$ cat src/rtl/text_pkg.sv
// Shared types and constants for the text-mode character pipeline.
package text_pkg;

   localparam int COLS     = 80;
   localparam int ROWS     = 30;
   localparam int CELL_W   = 8;
   localparam int CELL_H   = 16;
   localparam int H_ACTIVE = 640;
   localparam int V_ACTIVE = 480;

   typedef logic [11:0] rgb12_t;

   // One VRAM word: invert flag, glyph code, foreground and background palette indices.
   typedef struct packed {
      logic       invert;
      logic [6:0] code;
      logic [3:0] fg_idx;
      logic [3:0] bg_idx;
   } cell_t;

   // Coordinates and sync signals travelling alongside the pixel data.
   typedef struct packed {
      logic [9:0] x;
      logic [9:0] y;
      logic       hs;
      logic       vs;
      logic       de;
   } timing_t;

   // row*80 + col built from shifts; worst case 31*80+127 = 2607 fits in 12 bits.
   function automatic logic [11:0] cell_addr(input logic [4:0] row, input logic [6:0] col);
      logic [11:0] row_w;
      row_w = {7'd0, row};
      return (row_w << 6) + (row_w << 4) + {5'd0, col};
   endfunction

   // Reset contents of palette entry i: grey level i on all three channels.
   function automatic rgb12_t pal_ramp(input logic [3:0] idx);
      return {idx, idx, idx};
   endfunction

endpackage

$ cat src/rtl/text_palette.sv
// 16-entry RGB 4:4:4 palette: one write port, two combinational read ports,
// grey-ramp contents after reset. A read racing a write to the same entry
// returns the old value because the array only changes at the clock edge.
module text_palette
   import text_pkg::*;
(
   input  logic       pixel_clk,
   input  logic       reset,
   input  logic       we,
   input  logic [3:0] waddr,
   input  rgb12_t     wdata,
   input  logic [3:0] raddr_a,
   input  logic [3:0] raddr_b,
   output rgb12_t     rdata_a,
   output rgb12_t     rdata_b
);

   rgb12_t entry_r [16];

   // Palette storage: restore the ramp on reset, otherwise accept writes.
   always_ff @(posedge pixel_clk) begin
      if (reset) begin
         for (int i = 0; i < 16; i++) begin
            entry_r[i] <= pal_ramp(4'(i));
         end
      end else if (we) begin
         entry_r[waddr] <= wdata;
      end
   end

   assign rdata_a = entry_r[raddr_a];
   assign rdata_b = entry_r[raddr_b];

endmodule

$ cat src/rtl/text_cell_fetch.sv
// Character-cell fetch: turns a pixel coordinate into a VRAM cell address,
// resolves the returned cell through the palette, overlays a blinking cursor
// and delays coordinates/syncs so every output lines up with its pixel.
// Stage 1 = address register, stage 2 = the VRAM's own read register,
// stage 3 = output register.
module text_cell_fetch
   import text_pkg::*;
#(
   parameter int BLINK_FRAMES = 30
)(
   input  logic        pixel_clk,
   input  logic        reset,
   input  logic [9:0]  drawX,
   input  logic [9:0]  drawY,
   input  logic        hsync,
   input  logic        vsync,
   input  logic        vde,
   output logic [11:0] vram_addr,
   input  logic [15:0] vram_rdata,
   input  logic        pal_we,
   input  logic [3:0]  pal_addr,
   input  logic [11:0] pal_wdata,
   input  logic        cursor_en,
   input  logic [6:0]  cursor_col,
   input  logic [4:0]  cursor_row,
   output logic [6:0]  pix_code,
   output logic        invert,
   output logic [11:0] fg,
   output logic [11:0] bg,
   output logic [9:0]  drawX_d,
   output logic [9:0]  drawY_d,
   output logic        hsync_d,
   output logic        vsync_d,
   output logic        vde_d
);

   localparam int LATENCY = 3;
   localparam int CNT_W   = (BLINK_FRAMES > 1) ? $clog2(BLINK_FRAMES) : 1;
   localparam logic [CNT_W-1:0] CNT_LAST = CNT_W'(BLINK_FRAMES - 1);

   timing_t          tim_r [LATENCY];
   logic [11:0]      vram_addr_r;
   logic [6:0]       cur_col_r;
   logic [4:0]       cur_row_r;
   logic             cur_en_r;
   logic             active_r;
   logic             cursor_on_r;
   logic [CNT_W-1:0] frame_cnt_r;
   logic             blink_on_r;
   logic [6:0]       pix_code_r;
   logic             invert_r;
   rgb12_t           fg_r;
   rgb12_t           bg_r;

   logic             frame_start_s;
   logic             active_s;
   logic             hit_s;
   cell_t            cell_s;
   rgb12_t           pal_fg_s;
   rgb12_t           pal_bg_s;
   logic [6:0]       nxt_code_s;
   logic             nxt_invert_s;
   rgb12_t           nxt_fg_s;
   rgb12_t           nxt_bg_s;

   assign frame_start_s = (drawX == 10'd0) && (drawY == 10'd0);
   assign cell_s        = cell_t'(vram_rdata);
   assign active_s      = (tim_r[0].x < 10'(H_ACTIVE)) && (tim_r[0].y < 10'(V_ACTIVE));
   assign hit_s         = (tim_r[0].x[9:3] == cur_col_r) && (tim_r[0].y[8:4] == cur_row_r);

   text_palette u_palette (
      .pixel_clk (pixel_clk),
      .reset     (reset),
      .we        (pal_we),
      .waddr     (pal_addr),
      .wdata     (pal_wdata),
      .raddr_a   (cell_s.fg_idx),
      .raddr_b   (cell_s.bg_idx),
      .rdata_a   (pal_fg_s),
      .rdata_b   (pal_bg_s)
   );

   // Coordinate/sync delay line, one entry per pipeline stage.
   always_ff @(posedge pixel_clk) begin
      if (reset) begin
         for (int i = 0; i < LATENCY; i++) begin
            tim_r[i] <= '0;
         end
      end else begin
         tim_r[0] <= '{x: drawX, y: drawY, hs: hsync, vs: vsync, de: vde};
         for (int i = 1; i < LATENCY; i++) begin
            tim_r[i] <= tim_r[i-1];
         end
      end
   end

   // Stage 1: cell address and cursor controls captured with the coordinate.
   always_ff @(posedge pixel_clk) begin
      if (reset) begin
         vram_addr_r <= 12'd0;
         cur_col_r   <= 7'd0;
         cur_row_r   <= 5'd0;
         cur_en_r    <= 1'b0;
      end else begin
         vram_addr_r <= cell_addr(drawY[8:4], drawX[9:3]);
         cur_col_r   <= cursor_col;
         cur_row_r   <= cursor_row;
         cur_en_r    <= cursor_en;
      end
   end

   // Stage 2: active-area and cursor flags, arriving together with the VRAM word.
   always_ff @(posedge pixel_clk) begin
      if (reset) begin
         active_r    <= 1'b0;
         cursor_on_r <= 1'b0;
      end else begin
         active_r    <= active_s;
         cursor_on_r <= hit_s & cur_en_r;
      end
   end

   // Blink phase: counts frame starts and flips blink_on every BLINK_FRAMES frames.
   always_ff @(posedge pixel_clk) begin
      if (reset) begin
         frame_cnt_r <= '0;
         blink_on_r  <= 1'b1;
      end else if (frame_start_s) begin
         if (frame_cnt_r == CNT_LAST) begin
            frame_cnt_r <= '0;
            blink_on_r  <= ~blink_on_r;
         end else begin
            frame_cnt_r <= frame_cnt_r + 1'b1;
         end
      end
   end

   // Stage-3 next values: palette lookup and cursor overlay, blanked outside the active area.
   always_comb begin
      nxt_code_s   = 7'd0;
      nxt_invert_s = 1'b0;
      nxt_fg_s     = 12'h000;
      nxt_bg_s     = 12'h000;
      if (active_r) begin
         nxt_code_s   = cell_s.code;
         nxt_invert_s = cell_s.invert ^ (cursor_on_r & blink_on_r);
         nxt_fg_s     = pal_fg_s;
         nxt_bg_s     = pal_bg_s;
      end else begin
         nxt_code_s   = 7'd0;
         nxt_invert_s = 1'b0;
         nxt_fg_s     = 12'h000;
         nxt_bg_s     = 12'h000;
      end
   end

   // Stage 3: output register feeding the colour mapper.
   always_ff @(posedge pixel_clk) begin
      if (reset) begin
         pix_code_r <= 7'd0;
         invert_r   <= 1'b0;
         fg_r       <= 12'h000;
         bg_r       <= 12'h000;
      end else begin
         pix_code_r <= nxt_code_s;
         invert_r   <= nxt_invert_s;
         fg_r       <= nxt_fg_s;
         bg_r       <= nxt_bg_s;
      end
   end

   assign vram_addr = vram_addr_r;
   assign pix_code  = pix_code_r;
   assign invert    = invert_r;
   assign fg        = fg_r;
   assign bg        = bg_r;
   assign drawX_d   = tim_r[LATENCY-1].x;
   assign drawY_d   = tim_r[LATENCY-1].y;
   assign hsync_d   = tim_r[LATENCY-1].hs;
   assign vsync_d   = tim_r[LATENCY-1].vs;
   assign vde_d     = tim_r[LATENCY-1].de;

endmodule

$ cat config.mk
export PLATFORM = sky130hd
export DESIGN_NAME = text_cell_fetch
export DESIGN_NICKNAME = d
export VERILOG_FILES = /design/src/rtl/text_pkg.sv /design/src/rtl/text_palette.sv /design/src/rtl/text_cell_fetch.sv
export SDC_FILE = /design/constraint.sdc
export NUM_CORES = 1
export LEC_CHECK = 0
export ABC_AREA = 1
export CORE_ASPECT_RATIO = 1.25
export CORE_MARGIN = 8
export CORE_UTILIZATION = 30
export DETAILED_ROUTE_END_ITERATION = 10
export PLACE_DENSITY = 0.54
export REMOVE_ABC_BUFFERS = 1
export SYNTH_ARGS = -nofsm -noshare
export SYNTH_HDL_FRONTEND = slang
export SYNTH_SLANG_ARGS = --single-unit
export TNS_END_PERCENT = 100
$ cat constraint.sdc
create_clock -name pixel_clk -period 4.5 [get_ports pixel_clk]
set_input_delay 0.9 -clock pixel_clk [delete_from_list [all_inputs] [get_ports pixel_clk]]
set_output_delay 0.9 -clock pixel_clk [all_outputs]
set_load 0.1 [all_outputs]
==> impl_results.md <==
* Postcts setup bufs at 0
* Final nets at 2130
* Net switching fraction of the power at between 20 and 30%
* Area grow syn2layout at 18.1%
* DPL Wire Length at approximately 37000 um
* First-pass GRT wire length at 80600 um
* Post-synthesis instance total at around 2000
* Post-synth top area cell: edfxtp_1
* Post-synth top area share at 36.8%
* Ys flop type: edfxtp_1
* EDFF count, synth at ~190
* Final Max Tran Viols at 0
* Htree depth at 2
* Max incr delay on CP at roughly 1.2 ns
* Highest-count cells in the layout ignoring fill and taps: nand2_1, nand3_1, inv_1
* Critical Path Fanout Max at 1
* IO Pins at about 140
* Setup-failing EPs final at 0
* DRT Wirelength at roughly 54000 um
* LEAKAGE at just over 8 nW
* Post-Syn Area per Cell at just under 8 um^2
* Post-CTS Hold Buffers at 0
* Initial antenna violation count at 12
* F_max at 329 MHz
* Total number of yosys warnings at 0
* Gr ovfl total at 0
* Max_cap viols at 0
* Antenna Nets Post-Route at 0
* TritonCTS Buffers at 36
* Critical path type: reg -> out
* Worst-margin pin slew at 1.22 ns
* Critical-path cell list: clkdlybuf4s50_1
* Fin crit period at around 3 ns
* Critical Path RT at between 3 and 4 ns
* PortBufs at 137
* Critical Path AT at 2.14 ns
* Worst skew pair latency at 0.56 ns
* Post-synth ARST share at 0%
* Final hold vios at 0
* Non-Filler Instances at around 2700
* Crit share post-route at 67.5%
* Clock Tree Buf Depth at 3
* Slowest CP cell: clkdlybuf4s50_1
* Critical path's top delay family: buffers and inverters
* Clock transition at path regs at 0.07 ns
* Clock power frac at about two fifths
* Synth cell types at 34
* Sequential element share of the synthesized area at between 50 and 60%
* P_sw at between 0.002 and 0.0025 W
* Setup Skew at around 0.042 ns
* CTS sink count at approximately 320
* GRT Resource Usage Total at 17.9%
* Reg power frac at 44.4%
* Via count at 13200
* Vias per cell at 4.81
* Site Rows at just over 90
* Critical path buffer and inverter count at 1
* CORE AREA at between 50000 and 60000 um^2
* Post-cts sizing count at 0
* #FFs+latches synth at between 300 and 400
* Worst setup EP type: primary output
* Pwr dens at just over 400 nW/um^2
* CTS tree: done
* Initial Util at slightly above 30%
* DRC Markers at 0
* Pin count of the biggest net entering global routing at 97
* CP startpoint kind: flip-flop
* Gp weighted congestion at 0.919
* # placed instances at approximately 2700
* Most common cell after layout, fill and taps aside: nand2_1
* Layout cells sized above 1 at under 10%
* Internal power at 0.00540 W
* Die Span Y at roughly 270 um
* Max VDD drop at 0.343 mV
* Clock Root Buffer: clkbuf_16
* Total negative slack at 0 ns
* Initial DRC count at about 1100
* R2r worst-path depth at 6
* Synth area leaders: edfxtp_1, dfxtp_1, nand2_1
* Slew margin rel. at 18.7%
* Hold Path Depth at 2
* RSZ-0062 raised after global routing: no
* Mapped cell area at 15700 um^2
* Die Wd at roughly 220 um
* Vias in the first global route at between 10000 and 15000
* Post-DR wirelength/cell at roughly 20 um
* Crit path depth at 1
* Tightest Hold Check Type: reg -> reg
* Tot Pwr at ~0.0075 W
* 1st-pass router iterations at 5
* Total die area at approximately 60000 um^2
* Status: complete, no violations
* Logic pwr share at between 10% and 20%
state kept, by name (all words and copies together) (netlist names):
| signal | count |
|---|---|
| frame_cnt_r | 5 |
| cur_row_r | 5 |
| cur_col_r | 7 |
| active_r | 1 |
| pix_code | 7 |
| fg | 12 |
| invert | 1 |
| tim_r | 65 |
| cursor_on_r | 1 |
| cur_en_r | 1 |
| vram_addr | 12 |
| bg | 12 |
| u_palette.entry_r | 192 |
| blink_on_r | 1 |
metrics by stage:
stage / utilization [%] / setup WS, ns / cell area [um^2] / hold slack [ns]
6_report: 35.9 / 1.46 / 18500 / 0.399
3_3_place_gp: 33.5 / 1.36 / 17300 / 0.391
4_1_cts: 35.9 / 1.42 / 18500 / 0.401
3_5_place_dp: 33.5 / 1.31 / 17300 / 0.396
5_1_grt: 35.9 / 1.42 / 18500 / 0.415
2_1_floorplan: - / 1.66 / 14900 / 0.388
per-layer routing:
metal	routed length (um)	track usage [%]
met3	5220	5.13
met5	77	0
met4	2270	8.07
met2	24400	28.0
met1	22300	22.6
final cells by class:
cell class | count | area, um^2
Tap cell | 665 | 832
Antenna cell | 6 | 15.0
Multi-Input combinational cell | 1192 | 5300
Clock buffer | 44 | 951
Sequential cell | 322 | 8370
Timing Repair Buffer | 154 | 1490
Inverter | 340 | 1280
Clock inverter | 21 | 269
Fill cell | 5388 | 33100
synth_stat cells (all sizes together) (2+ instances only):
master / count
nand2: 535
ha: 11
nor3: 6
o22ai: 2
clkbuf: 46
nand4: 4
dfxtp: 130
a21oi: 37
o21ai: 7
inv: 340
nor2: 229
nand3: 345
nand3b: 2
xor2: 3
or2: 2
buf: 83
edfxtp: 192
fa: 2
worst min-delay path: cells and delay by family, from the launching register on:
family                 cells  cell delay, ns
and+or+nand+nor            1            0.03
buffers and inverters      1            0.04
DFF                        1            0.30
power groups by stage:
stage	registers (W)	logic, W	clock network, W
4_1_cts	0.00333	0.00106	0.00319
3_5_place_dp	0.00339	0.00105	0
6_report	0.00333	0.00106	0.00311
5_1_grt	0.00334	0.00114	0.00328
3_3_place_gp	0.00339	0.00105	0
2_1_floorplan	0.00358	0.000419	0
final timing paths:
path                                start      endpoint  slack [ns]
setup / recovery                    fg[4]         fg[4]        1.46
hold / removal               tim_r[0][41]  tim_r[0][64]        0.40
setup reg to reg  u_palette.entry_r[9][5]         bg[5]        3.18
hold reg to reg              tim_r[0][41]  tim_r[0][64]        0.40
cells by family after synthesis:
kind of cell | after synthesis | share of synthesized area, %
XOR/XNOR | 4 | 0.224
buffers and inverters | 469 | 12.7
flip-flops | 322 | 53.4
adder cells (fa/ha/maj) | 13 | 1.13
AND/OR/NAND/NOR | 1124 | 30.7
AO/OA/AOI/OAI | 51 | 1.73
Power figures use the tool's default switching activity.
